--- src/rtl/tlp_fc_pkg.sv ---
// ---------------------------------------------------------------------------
// tlp_fc_pkg
// Shared definitions for the VC0 credit gate:
//   - tlp_class_e    : flow-control class of a TLP (P / NP / CPL / unsupported)
//   - TYPE_* consts  : TLP type-field encodings used by the classifier
//   - credit_ok()    : modular credit test against an advertised limit
// ---------------------------------------------------------------------------
package tlp_fc_pkg;

    localparam int FC_CREDIT_W = 10;
    // ceil(1024/4) = 256 needs 9 bits
    localparam int DATA_REQ_W  = 9;

    typedef enum logic [1:0] {
        CLS_P     = 2'd0,
        CLS_NP    = 2'd1,
        CLS_CPL   = 2'd2,
        CLS_UNSUP = 2'd3
    } tlp_class_e;

    localparam logic [4:0] TYPE_MEM     = 5'b00000;
    localparam logic [4:0] TYPE_IO      = 5'b00010;
    localparam logic [4:0] TYPE_CPL     = 5'b01010;
    localparam logic [1:0] TYPE_MSG_PFX = 2'b10;
    localparam logic [3:0] TYPE_CFG_PFX = 4'b0010;

    localparam logic [FC_CREDIT_W-1:0] FC_HALF = {1'b1, {(FC_CREDIT_W-1){1'b0}}};

    // Credits are free-running counters, so the test is done on the modular
    // gap between limit and what consumption would become. A gap in the
    // lower half of the ring (including exactly half) means enough credit.
    function automatic logic credit_ok(input logic [FC_CREDIT_W-1:0] limit,
                                       input logic [FC_CREDIT_W-1:0] consumed,
                                       input logic [FC_CREDIT_W-1:0] req);
        logic [FC_CREDIT_W-1:0] gap;
        gap = limit - (consumed + req);
        return (gap <= FC_HALF);
    endfunction

endpackage

--- src/rtl/tlp_classifier.sv ---
// ---------------------------------------------------------------------------
// tlp_classifier (combinational)
// Decodes DW0 of a TLP header into its flow-control class and the number of
// data credits (16-byte units) its payload needs.
// Ports:
//   dw0      in   32          first header double-word
//   cls      out  tlp_class_e P / NP / CPL / UNSUP
//   data_req out  DATA_REQ_W  ceil(len/4) when fmt[1]=1, else 0
// ---------------------------------------------------------------------------
module tlp_classifier
    import tlp_fc_pkg::*;
(
    input  logic [31:0]           dw0,
    output tlp_class_e            cls,
    output logic [DATA_REQ_W-1:0] data_req
);

    logic       has_data;
    logic [4:0] tlp_type;
    logic [9:0] len;
    logic [10:0] len_dw;
    logic       unused_dw0_bits;

    assign unused_dw0_bits = ^{dw0[31], dw0[29], dw0[23:10]};

    always_comb begin
        has_data = dw0[30];
        tlp_type = dw0[28:24];
        len      = dw0[9:0];
        // a zero length field encodes the maximum of 1024 DW
        len_dw   = (len == 10'd0) ? 11'd1024 : {1'b0, len};

        cls = CLS_UNSUP;
        if (tlp_type == TYPE_MEM) begin
            cls = has_data ? CLS_P : CLS_NP;
        end else if (tlp_type[4:3] == TYPE_MSG_PFX) begin
            cls = CLS_P;
        end else if ((tlp_type == TYPE_IO) || (tlp_type[4:1] == TYPE_CFG_PFX)) begin
            cls = CLS_NP;
        end else if (tlp_type == TYPE_CPL) begin
            cls = CLS_CPL;
        end

        data_req = '0;
        if (has_data) begin
            data_req = DATA_REQ_W'((len_dw + 11'd3) >> 2);
        end
    end

endmodule

--- src/rtl/tlp_credit_gate.sv ---
// ---------------------------------------------------------------------------
// tlp_credit_gate
// Holds one TLP beat at a time and forwards it to the VC0 TX element only
// when the advertised header and data credits cover it, then advances the
// matching credits-consumed counters on the output handshake.
//
// Handshakes (both sides): a beat moves when valid and ready are high in the
// same cycle; valid never drops and data never changes while waiting for
// ready.
//
// Ports:
//   clk, rst            clock, asynchronous active-high reset
//   in_data/valid/ready input beat (one beat = one TLP, DW0 in the MSBs)
//   *_credit_limit      advertised limits (PH, PD, NPH, NPD, CH, CD)
//   out_data/valid/ready forwarded beat towards the TX element
//   blocked, blocked_type  held TLP is waiting for credit, and its class
//   err_unsupported     one-cycle pulse: beat dropped as unsupported
//   *_consumed          credits-consumed counters (wrap mod 2^CREDIT_W)
//   dbg_state           current FSM state
// CREDIT_W must equal tlp_fc_pkg::FC_CREDIT_W (credit_ok operates on it).
// ---------------------------------------------------------------------------
module tlp_credit_gate
    import tlp_fc_pkg::*;
#(
    parameter int CREDIT_W   = FC_CREDIT_W,
    parameter int BYTES      = 8,
    parameter int DW         = 4 * BYTES,
    parameter int DATA_WIDTH = 5 * DW
) (
    input  logic                  clk,
    input  logic                  rst,
    input  logic [DATA_WIDTH-1:0] in_data,
    input  logic                  in_valid,
    output logic                  in_ready,
    input  logic [CREDIT_W-1:0]   ph_credit_limit,
    input  logic [CREDIT_W-1:0]   pd_credit_limit,
    input  logic [CREDIT_W-1:0]   nph_credit_limit,
    input  logic [CREDIT_W-1:0]   npd_credit_limit,
    input  logic [CREDIT_W-1:0]   ch_credit_limit,
    input  logic [CREDIT_W-1:0]   cd_credit_limit,
    output logic [DATA_WIDTH-1:0] out_data,
    output logic                  out_valid,
    input  logic                  out_ready,
    output logic                  blocked,
    output logic [1:0]            blocked_type,
    output logic                  err_unsupported,
    output logic [CREDIT_W-1:0]   ph_consumed,
    output logic [CREDIT_W-1:0]   pd_consumed,
    output logic [CREDIT_W-1:0]   nph_consumed,
    output logic [CREDIT_W-1:0]   npd_consumed,
    output logic [CREDIT_W-1:0]   ch_consumed,
    output logic [CREDIT_W-1:0]   cd_consumed,
    output logic [1:0]            dbg_state
);

    localparam logic [1:0] ST_IDLE  = 2'd0;
    localparam logic [1:0] ST_CHECK = 2'd1;
    localparam logic [1:0] ST_SEND  = 2'd2;
    localparam logic [1:0] ST_WAIT  = 2'd3;

    localparam logic [CREDIT_W-1:0] HDR_REQ = CREDIT_W'(1);

    logic [1:0]            state;
    logic [DATA_WIDTH-1:0] beat_q;
    tlp_class_e            cls_q;
    logic [CREDIT_W-1:0]   data_req_q;
    logic                  err_q;

    tlp_class_e            cls_c;
    logic [DATA_REQ_W-1:0] data_req_c;

    tlp_classifier u_classifier (
        .dw0      (beat_q[DATA_WIDTH-1 -: 32]),
        .cls      (cls_c),
        .data_req (data_req_c)
    );

    // In CHECK the decode is still combinational from the held beat; in WAIT
    // the registered decode is reused so the test runs every cycle.
    tlp_class_e          eval_cls;
    logic [CREDIT_W-1:0] eval_dreq;
    logic [CREDIT_W-1:0] hdr_lim, hdr_cons, dat_lim, dat_cons;
    logic                hdr_ok, dat_ok, credit_pass;

    always_comb begin
        eval_cls  = (state == ST_CHECK) ? cls_c : cls_q;
        eval_dreq = (state == ST_CHECK) ? CREDIT_W'(data_req_c) : data_req_q;

        hdr_lim  = '0;
        hdr_cons = '0;
        dat_lim  = '0;
        dat_cons = '0;
        case (eval_cls)
            CLS_P: begin
                hdr_lim = ph_credit_limit;  hdr_cons = ph_consumed;
                dat_lim = pd_credit_limit;  dat_cons = pd_consumed;
            end
            CLS_NP: begin
                hdr_lim = nph_credit_limit; hdr_cons = nph_consumed;
                dat_lim = npd_credit_limit; dat_cons = npd_consumed;
            end
            CLS_CPL: begin
                hdr_lim = ch_credit_limit;  hdr_cons = ch_consumed;
                dat_lim = cd_credit_limit;  dat_cons = cd_consumed;
            end
            default: ;
        endcase

        hdr_ok      = credit_ok(hdr_lim, hdr_cons, HDR_REQ);
        // payload-less TLPs never look at the data credit pool
        dat_ok      = (eval_dreq == '0) || credit_ok(dat_lim, dat_cons, eval_dreq);
        credit_pass = hdr_ok && dat_ok;
    end

    always_ff @(posedge clk or posedge rst) begin
        if (rst) begin
            state        <= ST_IDLE;
            beat_q       <= '0;
            cls_q        <= CLS_P;
            data_req_q   <= '0;
            err_q        <= 1'b0;
            ph_consumed  <= '0;
            pd_consumed  <= '0;
            nph_consumed <= '0;
            npd_consumed <= '0;
            ch_consumed  <= '0;
            cd_consumed  <= '0;
        end else begin
            err_q <= 1'b0;
            case (state)
                ST_IDLE: begin
                    if (in_valid) begin
                        beat_q <= in_data;
                        state  <= ST_CHECK;
                    end
                end
                ST_CHECK: begin
                    cls_q      <= cls_c;
                    data_req_q <= CREDIT_W'(data_req_c);
                    if (cls_c == CLS_UNSUP) begin
                        err_q <= 1'b1;
                        state <= ST_IDLE;
                    end else if (credit_pass) begin
                        state <= ST_SEND;
                    end else begin
                        state <= ST_WAIT;
                    end
                end
                ST_WAIT: begin
                    if (credit_pass) begin
                        state <= ST_SEND;
                    end
                end
                ST_SEND: begin
                    // grant is already committed; limits are not rechecked here
                    if (out_ready) begin
                        case (cls_q)
                            CLS_P: begin
                                ph_consumed <= ph_consumed + HDR_REQ;
                                pd_consumed <= pd_consumed + data_req_q;
                            end
                            CLS_NP: begin
                                nph_consumed <= nph_consumed + HDR_REQ;
                                npd_consumed <= npd_consumed + data_req_q;
                            end
                            CLS_CPL: begin
                                ch_consumed <= ch_consumed + HDR_REQ;
                                cd_consumed <= cd_consumed + data_req_q;
                            end
                            default: ;
                        endcase
                        state <= ST_IDLE;
                    end
                end
                default: state <= ST_IDLE;
            endcase
        end
    end

    assign in_ready        = (state == ST_IDLE);
    assign out_valid       = (state == ST_SEND);
    assign out_data        = beat_q;
    assign blocked         = (state == ST_WAIT);
    assign blocked_type    = blocked ? 2'(cls_q) : 2'd0;
    assign err_unsupported = err_q;
    assign dbg_state       = state;

endmodule
--- config.mk ---
export PLATFORM = sky130hd
export DESIGN_NAME = tlp_credit_gate
export DESIGN_NICKNAME = d
export VERILOG_FILES = /design/src/rtl/tlp_fc_pkg.sv /design/src/rtl/tlp_classifier.sv /design/src/rtl/tlp_credit_gate.sv
export SDC_FILE = /design/constraint.sdc
export NUM_CORES = 1
export LEC_CHECK = 0
export BUFFER_PORTS_ARGS = -buffer_cell sky130_fd_sc_hd__buf_2
export CAP_MARGIN = 15
export CORE_AREA = 2 2 178 180
export CTS_CLUSTER_SIZE = 40
export DETAILED_ROUTE_END_ITERATION = 8
export DIE_AREA = 0 0 180 182
export PLACE_DENSITY = 0.66
export SYNTH_ARGS = -nofsm -noshare
export SYNTH_HDL_FRONTEND = slang
export SYNTH_HIERARCHICAL = 1
export SYNTH_SLANG_ARGS = --single-unit
--- constraint.sdc ---
create_clock -name clk -period 9.62 [get_ports clk]
set_clock_uncertainty 0.05 [all_clocks]
set_input_delay 0.481 -clock clk [delete_from_list [all_inputs] [get_ports clk]]
set_output_delay 0.481 -clock clk [all_outputs]
set_load 0.1 [all_outputs]
# After elaboration in Yosys (flattened, before gate mapping)
# Cells that the tools add are included.
# W data, S select, Z words.
# word_totals
output_inout_bits	228
input_bits	224
ff_bits	235
# op_classes
muxes	22
n_eq_ne	15
n_addsub	11
order_cmp	2
n_reduce_logical	14
# ops
operator	count
$pmux W10 S3	4
$add A10 B1 Y10 const B	4
$add A10 B10 Y10	4
$le A10 B10 Y1 const B	2
$logic_not A10 Y1	2
$sub A10 B10 Y10	2
$mux W2	9
$eq A2 B2 Y1 const B	6
$reduce_and A3 Y1	4
$add A11 B2 Y11 const B	1
$mux W11	1
$mux W10	1
$mux W9	1
$pmux W2 S4	1
$eq A2 B1 Y1 const B	3
$logic_not A2 Y1	3
$eq A5 B2 Y1 const B	1
$eq A5 B4 Y1 const B	1
$logic_not A5 Y1	1
$mux W1	5
$eq A4 B2 Y1 const B	1
$ne A2 B1 Y1 const B	2
$logic_or A1 B1 Y1	2
$ne A2 B2 Y1 const B	1
other kinds (2)	2

# Depth between registers and ports, before layout
# logic_depth
ltp_word	16
depth_mapped	20
ltp_nobuf	18

# Modules after synthesis
# The synthesis kept the hierarchy.
# modules_own_cells
module	instances	area_each_um2	cells_each
tlp_credit_gate	1	11747.5	1013
tlp_classifier	1	264.0	40

# Worst setup path before layout
# Ideal clock, no wire load.
# synth_path
path_type	reg2reg
start	register beat_q[158] (netlist: out_data[158])
end	register state[0] (netlist: dbg_state[0])
path_stages_with_launch	19
slack_ns	4.750
arrival_ns	4.696
n_path_buf	2
cell_sequence	dfrtp_1 -> nor3b_1 -> a31oi_1 -> o32a_1 -> mux2_2 -> clkbuf_1 -> buf_1 -> a21oi_1 -> a21oi_1 -> fa_1 -> inv_1 -> ha_1 -> a21o_1 -> a21o_1 -> a41o_1 -> or3_1 -> a21oi_1 -> a31oi_1 -> a211o_1
# synth_via
elab_chain_len	13
word_cells_on_any_way	27
classes_between	add/sub (4); order compare (2); eq/ne (4); mux (12); reduce/logical (5)
# synth_lines
element	line_no	text
from (decl)	tlp_credit_gate.sv:64	logic [DATA_WIDTH-1:0] beat_q;
from (signal assigned)	tlp_credit_gate.sv:133	beat_q <= in_data;
$mux W1 (*)	tlp_classifier.sv:35	cls = has_data ? CLS_P : CLS_NP;
$mux W2 (*)	tlp_classifier.sv:34	if (tlp_type == TYPE_MEM) begin
named net cls_c[0]	tlp_credit_gate.sv:69	tlp_class_e cls_c;
$mux W2	--	
$eq A2 B2 Y1, or another cell as far along	tlp_credit_gate.sv:93	case (eval_cls)
$pmux W10 S3	tlp_credit_gate.sv:93	
$add A10 B10 Y10	tlp_fc_pkg.sv:36	gap = limit - (consumed + req);
$sub A10 B10 Y10	tlp_fc_pkg.sv:36	
$le A10 B10 Y1	tlp_fc_pkg.sv:37	return (gap <= FC_HALF);
$logic_or A1 B1 Y1	tlp_credit_gate.sv:111	dat_ok = (eval_dreq == '0) || credit_ok(dat_lim, dat_cons, eval_dreq);
$logic_and A1 B1 Y1	tlp_credit_gate.sv:112	credit_pass = hdr_ok && dat_ok;
$mux W1	tlp_credit_gate.sv:143	end else if (credit_pass) begin
$mux W2	tlp_credit_gate.sv:140	if (cls_c == CLS_UNSUP) begin
$pmux W2 S4	tlp_credit_gate.sv:130	case (state)
to (signal assigned)	tlp_credit_gate.sv:142	state <= ST_IDLE;
to (signal assigned)	tlp_credit_gate.sv:144	state <= ST_SEND;
to (signal assigned)	tlp_credit_gate.sv:146	state <= ST_WAIT;
to (decl)	tlp_credit_gate.sv:63	logic [1:0] state;
# Mark *: on every way through the listed nets, which the timed path passes. The rest lies on a longest branch.
# A chain may end at the register's enable or synchronous reset.

# Worst setup path in the final report
# layout_path
start	register state[1] (netlist: dbg_state[1])
end	register state[0] (netlist: dbg_state[0])
# layout_via
elab_chain_len	12
word_cells_on_any_way	29
classes_between	add/sub (4); order compare (2); eq/ne (8); mux (9); reduce/logical (6)
# layout_lines
element	line_no	text
from (signal assigned)	tlp_credit_gate.sv:117	state <= ST_IDLE;
from (signal assigned)	tlp_credit_gate.sv:134	state <= ST_CHECK;
from (signal assigned)	tlp_credit_gate.sv:142	
$eq A2 B1 Y1	tlp_credit_gate.sv:86, tlp_credit_gate.sv:87, tlp_credit_gate.sv:130	
$mux W2	--	
$eq A2 B2 Y1, or another cell as far along	tlp_credit_gate.sv:93	
$pmux W10 S3	tlp_credit_gate.sv:93	
$add A10 B10 Y10	tlp_fc_pkg.sv:36	
$sub A10 B10 Y10	tlp_fc_pkg.sv:36	
$le A10 B10 Y1	tlp_fc_pkg.sv:37	
$logic_or A1 B1 Y1	tlp_credit_gate.sv:111	
$logic_and A1 B1 Y1	tlp_credit_gate.sv:112	
$mux W1	tlp_credit_gate.sv:143	
$mux W2	tlp_credit_gate.sv:140	
$pmux W2 S4	tlp_credit_gate.sv:130	
# Several ways; a longest one is shown, not always the timed one.

==> flow_metrics.tcl <==
set metrics [dict create \
    post_cts_buffers 0 \
    fillers 2797 \
    final.setup.tns_ps 0 \
    fmaxAchievable_mhz 191 \
    ys_warn_count 6 \
    crit_type "register to register" \
    critPathLaunchType "register" \
    syn-cell-area_mm2 0.0120 \
    grt_usage 0.240 \
    yosys_most_used_dff "dfrtp_1" \
    syn_inst 1053 \
    final_net_count 1786 \
    worst-r2r-setup-slack_ps 4380 \
    critPathMaxStageDelay_ps 690 \
    cts_hold_buf 0 \
    insertion_delay_ps 550 \
    r2r_start "dbg_state[1]" \
    worstReg2RegEnd "dbg_state[0]" \
    worstPathMaxFanout 33 \
    crit_top_cell "a221oi_2" \
    final_design_area_no_fill_mm2 0.0156 \
    place_congestion 0.930 \
    cts-root-buf "clkbuf_16" \
    avgRoutedWirePerCell_um 21.0 \
    drt_first_pass_iters 5 \
    netlist.area_leader.share 0.490 \
    synthArstFlopShare 1.00 \
    vias_per_cell 5.15 \
    min_period_ps 5240 \
    remaining_drc_errors 0 \
    rsz0062_at_grt "no" \
    use_met2 0.407 \
    dp.cells 1874 \
    place_area_mm2 0.0147 \
    seq_area_frac_synth 0.490 \
    worstSetupEndpointType "register" \
    worst-slew-pin-transition_ps 942 \
    num_rows 65 \
    fin_crit_sh 0.545 \
    final_common_cell "buf_2" \
    ant_nets 0 \
    die-area_mm2 0.0328 \
    seq_area_mm2 0.00588 \
    cts.path.max_buffers 3 \
    synth_area_leader_cell "dfrtp_1" \
    crit_chain "nand2b_1, mux2i_4, buf_4, inv_2, mux2i_1, o21ai_0, fa_1, inv_1, ha_1, and3_1, a221oi_2, o31ai_2, a221oi_2, o21ai_1, xnor2_1, a211o_1" \
    setup_viol 0 \
    wirelength_um 40400 \
    reg2reg_depth 16 \
    port_buffers 451 \
    top_usage_layer "met2" \
    drive_gt1_frac 0.447 \
    path_clk_slew_ps 60 \
    vias 9914 \
    synth_fp_nets 1338 \
    crit_path_top_delay_cell "nand2b_1" \
    status "complete, no violations" \
    cts.sinks 235 \
    htree_levels 1 \
    syn_to_final_growth_pct 29.9 \
    relSlewSlack 0.372 \
    hold_class "primary input to async pin" \
    path_delay_family "compound AO/OA/AOI/OAI gates" \
    dp_hpwl_um 31900 \
    drv_slew 0 \
    ys_ff_latch 235 \
    ys_top_cells_by_area "dfrtp_1 (49%), mux2_2 (16%), ha_1 (5.0%)" \
    drt-initial-drc-count 572 \
    grt_pass1_vias 9949 \
    use_met1 0.288 \
    cts_resized 0 \
    yosysUniqueCellTypes 56 \
    core-area_mm2 0.0310 \
    use_met3 0.0864 \
    finalHoldViolations 0 \
    cp.required_ps 10000 \
    grt_max_degree 104 \
    grt_overflow 0 \
    maxCapViolations 0 \
    syn_area_per_cell_um2 11.4 \
    cp.arrival_ps 5620 \
    synth_edf_count 0 \
    cp_num_buf_inv 3 \
    cts_tree "built" \
    final_cells 1924 \
    start_util 0.388 \
    die_width_um 180 \
    grt_pass1_wl_um 60300 \
    antenna_found_initial 15 \
    numCtsBuffers 27 \
    multiInputGateArea_mm2 0.00581 \
    pin_count 452 \
    final_cell_mix "buf_2 (451), dfrtp_1 (235), mux2_2 (168)" \
    die_h_um 182 \
]
-- final cells by class --
| type | count | area share |
|---|---|---|
| Antenna cell | 2 | 0.000321 |
| Clock buffer | 40 | 0.0509 |
| Timing Repair Buffer | 458 | 0.148 |
| Inverter | 45 | 0.0113 |
| Clock inverter | 8 | 0.00754 |
| Multi-Input combinational cell | 734 | 0.373 |
| Tap cell | 402 | 0.0322 |
| Sequential cell | 235 | 0.377 |
-- kinds of logic after synthesis --
group | share of synthesized area
adder cells (fa/ha/maj) | 0.0717
flip-flops | 0.490
buffers and inverters | 0.0274
AO/OA/AOI/OAI | 0.0873
XOR/XNOR | 0.0481
multiplexers | 0.183
AND/OR/NAND/NOR | 0.0925
-- Yosys cell counts (all sizes together) (14+ instances only) --
library cell  count
mux2            169
a21oi            57
nor3             14
o21ai            72
clkbuf           30
nand3            16
ha               48
xor2             18
xnor2            48
nor2             27
nand2           111
mux2i            28
inv              45
dfrtp           235
-- metal layers --
layer  up-vias  wire length (µm)
met1      4799             15500
met2       396             19700
met5         -               170
li1       4598                 -
met4        26              1060
met3        95              3970
-- registers in the layout, summed over array words and instances, names as in the netlist --
| register | count |
|---|---|
| nph_consumed | 10 |
| cd_consumed | 10 |
| ch_consumed | 10 |
| out_data | 160 |
| dbg_state | 2 |
| ph_consumed | 10 |
| data_req_q | 10 |
| cls_q | 2 |
| pd_consumed | 10 |
| err_unsupported | 1 |
| npd_consumed | 10 |
-- how the worst max path moves through the flow --
stage / from / end / slack [ps] / depth (start not counted)
finish: dbg_state[1] / dbg_state[0] / 4380 / 16
global route: dbg_state[1] / dbg_state[0] / 4000 / 16
CTS: dbg_state[1] / dbg_state[0] / 4360 / 16
detailed placement: dbg_state[1] / dbg_state[0] / 4380 / 16
global placement: dbg_state[1] / dbg_state[0] / 4600 / 16
floorplan: rst / cd_consumed[0] / 2640 / 1
-- stage by stage --
stage | utilization | hold WS (ps) | setup slack, ps
after floorplan | - | 519 | 2640
after global placement | 0.474 | 433 | 4600
after detailed placement | 0.474 | 440 | 4380
after CTS | 0.503 | 50.9 | 4360
after global routing | 0.503 | 77.7 | 4000
final | 0.503 | 19.2 | 4380
Power is left out: the tool's default activity adds up to more than one toggle a clock period on the data nets, which glitch-free logic cannot reach.
